$ cat src/rtl/gray_seq_gen.sv
// ---------------------------------------------------------------------------
// gray_seq_gen
//
// Stimulus/source stage placed directly upstream of the bin2gray converter.
// It steps a W-bit binary code through its whole range, counting up or down.
// Each code is held for a programmable number of extra cycles (dwell). The
// sequence runs either as a single sweep or wraps continuously. A registered
// Gray copy of the current code is provided as well, so the combinational
// converter downstream can be cross-checked cycle by cycle.
//
// Parameters:
//   W   code width in bits. Code vectors are [0:W-1], with index 0 the MSB.
//   DW  width of the dwell input.
//
// Ports:
//   clk         system clock, rising edge
//   rst_n       asynchronous active-low reset
//   start       one-cycle request to begin a sequence (accepted in IDLE only)
//   stop        abort request (honoured in RUN, blocks start in IDLE)
//   dir         0 = count up, 1 = count down (latched at accepted start)
//   cont        0 = single sweep, 1 = continuous wrap (latched at start)
//   dwell       extra hold cycles per code (latched at start)
//   bin_out     current binary code, feeds bin2gray
//   gray_out    registered Gray encoding of bin_out (same cycle)
//   step_valid  pulse in the first cycle each new code is presented
//   busy        high while a sequence is running
//   done        one-cycle pulse when a single sweep completes
// ---------------------------------------------------------------------------
module gray_seq_gen #(
  parameter int W  = 4,
  parameter int DW = 8
) (
  input  logic          clk,
  input  logic          rst_n,
  input  logic          start,
  input  logic          stop,
  input  logic          dir,
  input  logic          cont,
  input  logic [DW-1:0] dwell,
  output logic [0:W-1]  bin_out,
  output logic [0:W-1]  gray_out,
  output logic          step_valid,
  output logic          busy,
  output logic          done
);

  typedef enum logic [1:0] {
    ST_IDLE = 2'b00,
    ST_RUN  = 2'b01,
    ST_DONE = 2'b10
  } state_t;

  localparam logic [0:W-1]  CODE_ZERO_C = {W{1'b0}};
  localparam logic [0:W-1]  CODE_ONES_C = {W{1'b1}};
  localparam logic [0:W-1]  CODE_ONE_C  = {{(W-1){1'b0}}, 1'b1};
  localparam logic [DW-1:0] CNT_ZERO_C  = {DW{1'b0}};
  localparam logic [DW-1:0] CNT_ONE_C   = {{(DW-1){1'b0}}, 1'b1};

  // Binary-reflected Gray encoding: MSB passes through, every other bit is
  // XORed with its more-significant neighbour.
  function automatic logic [0:W-1] bin_to_gray(input logic [0:W-1] b);
    return b ^ (b >> 1);
  endfunction

  // State and datapath registers
  state_t          state_r;
  state_t          state_nx_s;
  logic [0:W-1]    bin_r;
  logic [0:W-1]    bin_nx_s;
  logic [0:W-1]    gray_r;
  logic [0:W-1]    gray_nx_s;
  logic [DW-1:0]   cnt_r;
  logic [DW-1:0]   cnt_nx_s;
  logic [DW-1:0]   dwell_r;
  logic [DW-1:0]   dwell_nx_s;
  logic            dir_r;
  logic            dir_nx_s;
  logic            cont_r;
  logic            cont_nx_s;
  logic            step_valid_r;
  logic            step_valid_nx_s;
  logic            busy_r;
  logic            busy_nx_s;
  logic            done_r;
  logic            done_nx_s;

  // Decoded conditions
  logic            start_acc_s;
  logic            hold_end_s;
  logic            at_term_s;
  logic [0:W-1]    term_code_s;
  logic            step_s;

  // Condition decode: accepted start, end of hold, terminal code, step request
  always_comb begin
    term_code_s = dir_r ? CODE_ZERO_C : CODE_ONES_C;
    at_term_s   = (bin_r == term_code_s);
    hold_end_s  = (cnt_r == dwell_r);
    start_acc_s = (state_r == ST_IDLE) && start && !stop;
    // A step happens at the end of the hold unless this is the last code of
    // a single sweep; in continuous mode the terminal code wraps modulo 2^W.
    // stop wins over a simultaneous step.
    step_s      = (state_r == ST_RUN) && !stop && hold_end_s &&
                  (!at_term_s || cont_r);
  end

  // FSM state register
  always_ff @(posedge clk or negedge rst_n) begin
    if (!rst_n) begin
      state_r <= ST_IDLE;
    end else begin
      state_r <= state_nx_s;
    end
  end

  // FSM next-state logic
  always_comb begin
    state_nx_s = state_r;
    case (state_r)
      ST_IDLE: begin
        if (start_acc_s) begin
          state_nx_s = ST_RUN;
        end else begin
          state_nx_s = ST_IDLE;
        end
      end
      ST_RUN: begin
        if (stop) begin
          state_nx_s = ST_IDLE;
        end else if (hold_end_s && at_term_s && !cont_r) begin
          state_nx_s = ST_DONE;
        end else begin
          state_nx_s = ST_RUN;
        end
      end
      ST_DONE: begin
        state_nx_s = ST_IDLE;
      end
      default: begin
        state_nx_s = ST_IDLE;
      end
    endcase
  end

  // Next values for the registered outputs and the datapath
  always_comb begin
    bin_nx_s        = bin_r;
    cnt_nx_s        = cnt_r;
    dir_nx_s        = dir_r;
    cont_nx_s       = cont_r;
    dwell_nx_s      = dwell_r;
    step_valid_nx_s = 1'b0;
    busy_nx_s       = (state_nx_s == ST_RUN);
    done_nx_s       = (state_nx_s == ST_DONE);
    if (start_acc_s) begin
      dir_nx_s        = dir;
      cont_nx_s       = cont;
      dwell_nx_s      = dwell;
      bin_nx_s        = dir ? CODE_ONES_C : CODE_ZERO_C;
      cnt_nx_s        = CNT_ZERO_C;
      step_valid_nx_s = 1'b1;
    end else if (step_s) begin
      // Width-W arithmetic gives the modulo-2^W wrap for free.
      bin_nx_s        = dir_r ? (bin_r - CODE_ONE_C) : (bin_r + CODE_ONE_C);
      cnt_nx_s        = CNT_ZERO_C;
      step_valid_nx_s = 1'b1;
    end else if ((state_r == ST_RUN) && !stop && !hold_end_s) begin
      cnt_nx_s = cnt_r + CNT_ONE_C;
    end else begin
      cnt_nx_s = cnt_r;
    end
    // Encoding the next binary value keeps gray_out aligned with bin_out.
    gray_nx_s = bin_to_gray(bin_nx_s);
  end

  // Datapath and output registers
  always_ff @(posedge clk or negedge rst_n) begin
    if (!rst_n) begin
      bin_r        <= CODE_ZERO_C;
      gray_r       <= CODE_ZERO_C;
      cnt_r        <= CNT_ZERO_C;
      dwell_r      <= CNT_ZERO_C;
      dir_r        <= 1'b0;
      cont_r       <= 1'b0;
      step_valid_r <= 1'b0;
      busy_r       <= 1'b0;
      done_r       <= 1'b0;
    end else begin
      bin_r        <= bin_nx_s;
      gray_r       <= gray_nx_s;
      cnt_r        <= cnt_nx_s;
      dwell_r      <= dwell_nx_s;
      dir_r        <= dir_nx_s;
      cont_r       <= cont_nx_s;
      step_valid_r <= step_valid_nx_s;
      busy_r       <= busy_nx_s;
      done_r       <= done_nx_s;
    end
  end

  assign bin_out    = bin_r;
  assign gray_out   = gray_r;
  assign step_valid = step_valid_r;
  assign busy       = busy_r;
  assign done       = done_r;

endmodule

$ cat config.mk
export PLATFORM = sky130hd
export DESIGN_NAME = gray_seq_gen
export DESIGN_NICKNAME = d
export VERILOG_FILES = /design/src/rtl/gray_seq_gen.sv
export SDC_FILE = /design/constraint.sdc
export NUM_CORES = 1
export LEC_CHECK = 0
export BUFFER_PORTS_ARGS = -buffer_cell sky130_fd_sc_hd__buf_2
export CORE_ASPECT_RATIO = 1.4
export CORE_MARGIN = 8
export CORE_UTILIZATION = 45
export CTS_CLUSTER_DIAMETER = 100
export DETAILED_ROUTE_END_ITERATION = 8
export PLACE_DENSITY = 0.66
export SYNTH_ARGS = -nofsm -noshare
export SYNTH_HDL_FRONTEND = slang
export SYNTH_SLANG_ARGS = --single-unit
$ cat constraint.sdc
create_clock -name clk -period 5.1 [get_ports clk]
set_input_delay 0.255 -clock clk [delete_from_list [all_inputs] [get_ports clk]]
set_output_delay 0.255 -clock clk [all_outputs]
set_load 0.02 [all_outputs]
==> flow_metrics.env <==
export IMPL_drt_vias_per_instance=5.43
export IMPL_netSwitchingFraction_pct=31.3
export IMPL_design_core_area_um2=3580
export IMPL_largest_net_degree_at_the_start_of_global_routing=31
export IMPL_synth_async_sr_flop_share_pct=100
export IMPL_synthToLayoutAreaGrowth_pct=18.5
export IMPL_report_final_hold_viol_count=0
export IMPL_later_pin_clock_latency_in_the_skew_report_ns=0.28
export IMPL_place_detailed_hpwl_um=2580
export IMPL_cts_sink_count=30
export IMPL_reg2reg_from="bin_out[3]"
export IMPL_setup_worst_path_end_class="flop"
export IMPL_detail_route_first_pass_iterations=6
export IMPL_postCtsSetupRepairBufs=0
export IMPL_tritoncts="built"
export IMPL_critical_path_max_stage_delay_ns=0.48
export IMPL_hold_path_class="input pin to asynchronous set/reset pin"
export IMPL_synth_seq_cells=30
export IMPL_die_area_um2=5840
export IMPL_power_net_switching_uw=275
export IMPL_route_vias_total=1250
export IMPL_timing_slew_headroom_pct=49.7
export IMPL_fp_row_count=26
export IMPL_worst_clock_skew_ns=0.0110
export IMPL_r2r_cells=5
export IMPL_syn_cell_area_um2=1630
export IMPL_h_tree_level_count=2
export IMPL_seq_total_area_yosys_pct=45.9
export IMPL_initial_utilization_pct=45.7
export IMPL_cell_family_contributing_the_most_delay_on_the_critical_path="XOR/XNOR gates"
export IMPL_post_synth_num_cell_types=40
export IMPL_p_leak_uw=0.000980
export IMPL_clkPwrFrac_pct=33.9
export IMPL_setup_violations=0
export IMPL_worst_ep_arrival_time_ns=2.31
export IMPL_internal_pwr_total_uw=602
export IMPL_drt_wl_total_um=3410
export IMPL_clk_path_buf_depth=2
export IMPL_power_density_nw_per_um2=453
export IMPL_period_minus_slack_ns=2.11
export IMPL_power_ir_vdd_worst_v=0.000263
export IMPL_postSynthAreaPerCell_um2=10.3
export IMPL_ctsResizeCount=0
export IMPL_drive_above_1_share_pct=26.1
export IMPL_die_h_um=87.3
export IMPL_number_of_pins_exceeding_their_max_slew_limit_in_the_final_report=0
export IMPL_syn_num_nets=177
export IMPL_crit_buf_inv=0
export IMPL_wire_per_inst_um=14.8
export IMPL_drc=0
export IMPL_place_detailed_instances=222
export IMPL_total_negative_setup_slack_ns=0
export IMPL_critical_path_max_fanout=8
export IMPL_status="completed"
export IMPL_setup_repair_after_global_routing_missed_its_margin="false"
export IMPL_dpl_worst_slack_ns=3.00
export IMPL_ys_dominant_reg_cell="sky130_fd_sc_hd__dfrtp_1"
export IMPL_ioPinCount=25
export IMPL_post_route_period_util_pct=41.4
export IMPL_timing_final_ws_setup_ns=2.99
export IMPL_drt_iter0_markers=27
export IMPL_max_cap_violations=0
export IMPL_critical_path_startpoint="bin_out[3]"
export IMPL_worstSetupStartpointType="flop"
export IMPL_tritoncts_num_buffers=5
export IMPL_gr_total_overflow=0
export IMPL_antennaDiodeCount=0
export IMPL_final_net_count=205
export IMPL_synth_enable_flop_cells=0
export IMPL_cts_hold_buffers=0
export IMPL_ys_warn_count=0
export IMPL_worst_setup_hold_path_clk_slew_ns=0.07
export IMPL_drtAntennaViolNets=0
export IMPL_timing_reg2reg_setup_slack_ns=2.99
export IMPL_grt_antenna_before_repair=0
export IMPL_cp_common_cell="sky130_fd_sc_hd__mux2i_1"
export IMPL_grt_pass1_vias=1382
export IMPL_syn_instance_count=159
export IMPL_crit_type="flop to flop"
export IMPL_groute_usage_overall_pct=13.2
export IMPL_seq_power_share_pct=36.7
export IMPL_clock_root_buffer="sky130_fd_sc_hd__clkbuf_8"
export IMPL_globalplace_congestion=0.824
export IMPL_io_buffer_count=24
export IMPL_required_ns=5.30
export IMPL_layout_cells_non_filler=230
export IMPL_first_pass_grt_wire_length_um=6070
export IMPL_worst_slew_pin_transition_ns=0.753
export IMPL_die_span_in_x_um=66.9
export IMPL_cp_slowest_cell="sky130_fd_sc_hd__dfrtp_1"
export IMPL_max_freq_mhz=474
export IMPL_reg2reg_to="gray_out[1]"
export IMPL_power_frac_comb_pct=29.4
export IMPL_timing_critical_path_cells="fa_1 > xnor2_1 > xnor3_1 > mux2i_1 > mux2i_1"
worst max path at each step:
| stage | slack, ns | end | cells past startpoint |
|---|---|---|---|
| after floorplan | 3.07 | gray_out[1] | 5 |
| after global placement | 3.08 | gray_out[3] | 5 |
| after detailed placement | 3.00 | gray_out[1] | 5 |
| after CTS | 2.98 | gray_out[1] | 5 |
| after global routing | 2.91 | gray_out[1] | 5 |
| final | 2.99 | gray_out[1] | 5 |
flip-flops by register name (all words and copies together) (netlist names):
register,cells
bin_out,4
step_valid,1
dwell_r,8
done,1
cnt_r,8
dir_r,1
cont_r,1
state_r,2
gray_out,3
busy,1
cell usage after synthesis (2+ instances only):
library cell / instances / share of area (%)
sky130_fd_sc_hd__ha_1: 3 / 2.3
sky130_fd_sc_hd__xor2_1: 8 / 4.3
sky130_fd_sc_hd__o21ai_0: 8 / 2.5
sky130_fd_sc_hd__nand2_1: 38 / 8.7
sky130_fd_sc_hd__a21oi_1: 6 / 1.8
sky130_fd_sc_hd__nor4_4: 2 / 2.6
sky130_fd_sc_hd__xnor2_1: 7 / 3.8
sky130_fd_sc_hd__nor2_1: 8 / 1.8
sky130_fd_sc_hd__and4_2: 2 / 1.2
sky130_fd_sc_hd__or2_2: 2 / 0.77
sky130_fd_sc_hd__clkbuf_1: 2 / 0.46
sky130_fd_sc_hd__mux2i_1: 5 / 3.1
sky130_fd_sc_hd__a31oi_1: 5 / 1.9
sky130_fd_sc_hd__nand3b_1: 2 / 0.92
sky130_fd_sc_hd__dfrtp_1: 30 / 46
sky130_fd_sc_hd__nand3_1: 3 / 0.92
sky130_fd_sc_hd__inv_1: 5 / 1.1
layout make-up:
cell class / instances / area, µm²
Clock inverter: 2 / 60.1
Tap cell: 42 / 52.6
Sequential cell: 30 / 751
Fill cell: 338 / 1640
Clock buffer: 6 / 82.6
Multi-Input combinational cell: 120 / 845
Timing Repair Buffer: 25 / 128
Inverter: 5 / 18.8
metal layers:
layer	global-route usage [%]	up-vias	part of all wire, %
met4	5.92	0	2.1
met3	3.74	9	3.3
met1	14.2	610	42
li1	-	606	-
met2	22.8	25	52
met5	0	-	0
cells in the final DEF, fill, tap and decap left out, types with 2 or more instances in the layout:
cell and count:
sky130_fd_sc_hd__nand2_1 38, sky130_fd_sc_hd__dfrtp_1 30, sky130_fd_sc_hd__buf_2 24, sky130_fd_sc_hd__xor2_1 8, sky130_fd_sc_hd__nor2_1 8, sky130_fd_sc_hd__o21ai_0 8, sky130_fd_sc_hd__xnor2_1 7, sky130_fd_sc_hd__a21oi_1 6
sky130_fd_sc_hd__clkbuf_8 6, sky130_fd_sc_hd__mux2i_1 5, sky130_fd_sc_hd__inv_1 5, sky130_fd_sc_hd__a31oi_1 5, sky130_fd_sc_hd__nand3_1 3, sky130_fd_sc_hd__ha_1 3, sky130_fd_sc_hd__nand3b_1 2, sky130_fd_sc_hd__nor4_4 2
sky130_fd_sc_hd__and4_2 2, sky130_fd_sc_hd__or2_2 2, sky130_fd_sc_hd__bufinv_16 2
metrics by stage:
step | total power (µW) | util, % | hold WS (ns) | instance area, µm²
detailed placement | 588 | 50.1 | 0.330 | 1790
CTS | 888 | 54.1 | 0.0244 | 1940
finish | 877 | 54.1 | 0.000846 | 1940
global route | 927 | 54.1 | 0.0529 | 1940
floorplan | 521 | - | -0.0406 | 1630
global placement | 577 | 50.1 | 0.319 | 1790
cell families (layout without fill, tap and decap cells):
logic type	after synthesis	count (layout)	synth area share (%)
buf+inv	9	38	2.76
mux	5	5	3.06
simple gates	69	69	24.6
flops	30	30	45.9
xor+xnor	16	16	9.42
fa+ha+maj	4	4	3.52
compound gates	26	26	10.7
power groups by stage:
stage | combinational, µW | clock [µW] | sequential [µW]
2_1_floorplan | 185 | 0 | 337
3_3_place_gp | 254 | 0 | 323
3_5_place_dp | 263 | 0 | 325
4_1_cts | 263 | 304 | 321
5_1_grt | 286 | 313 | 328
6_report | 258 | 297 | 322
Note: power is estimated with default switching activity, not from simulation.
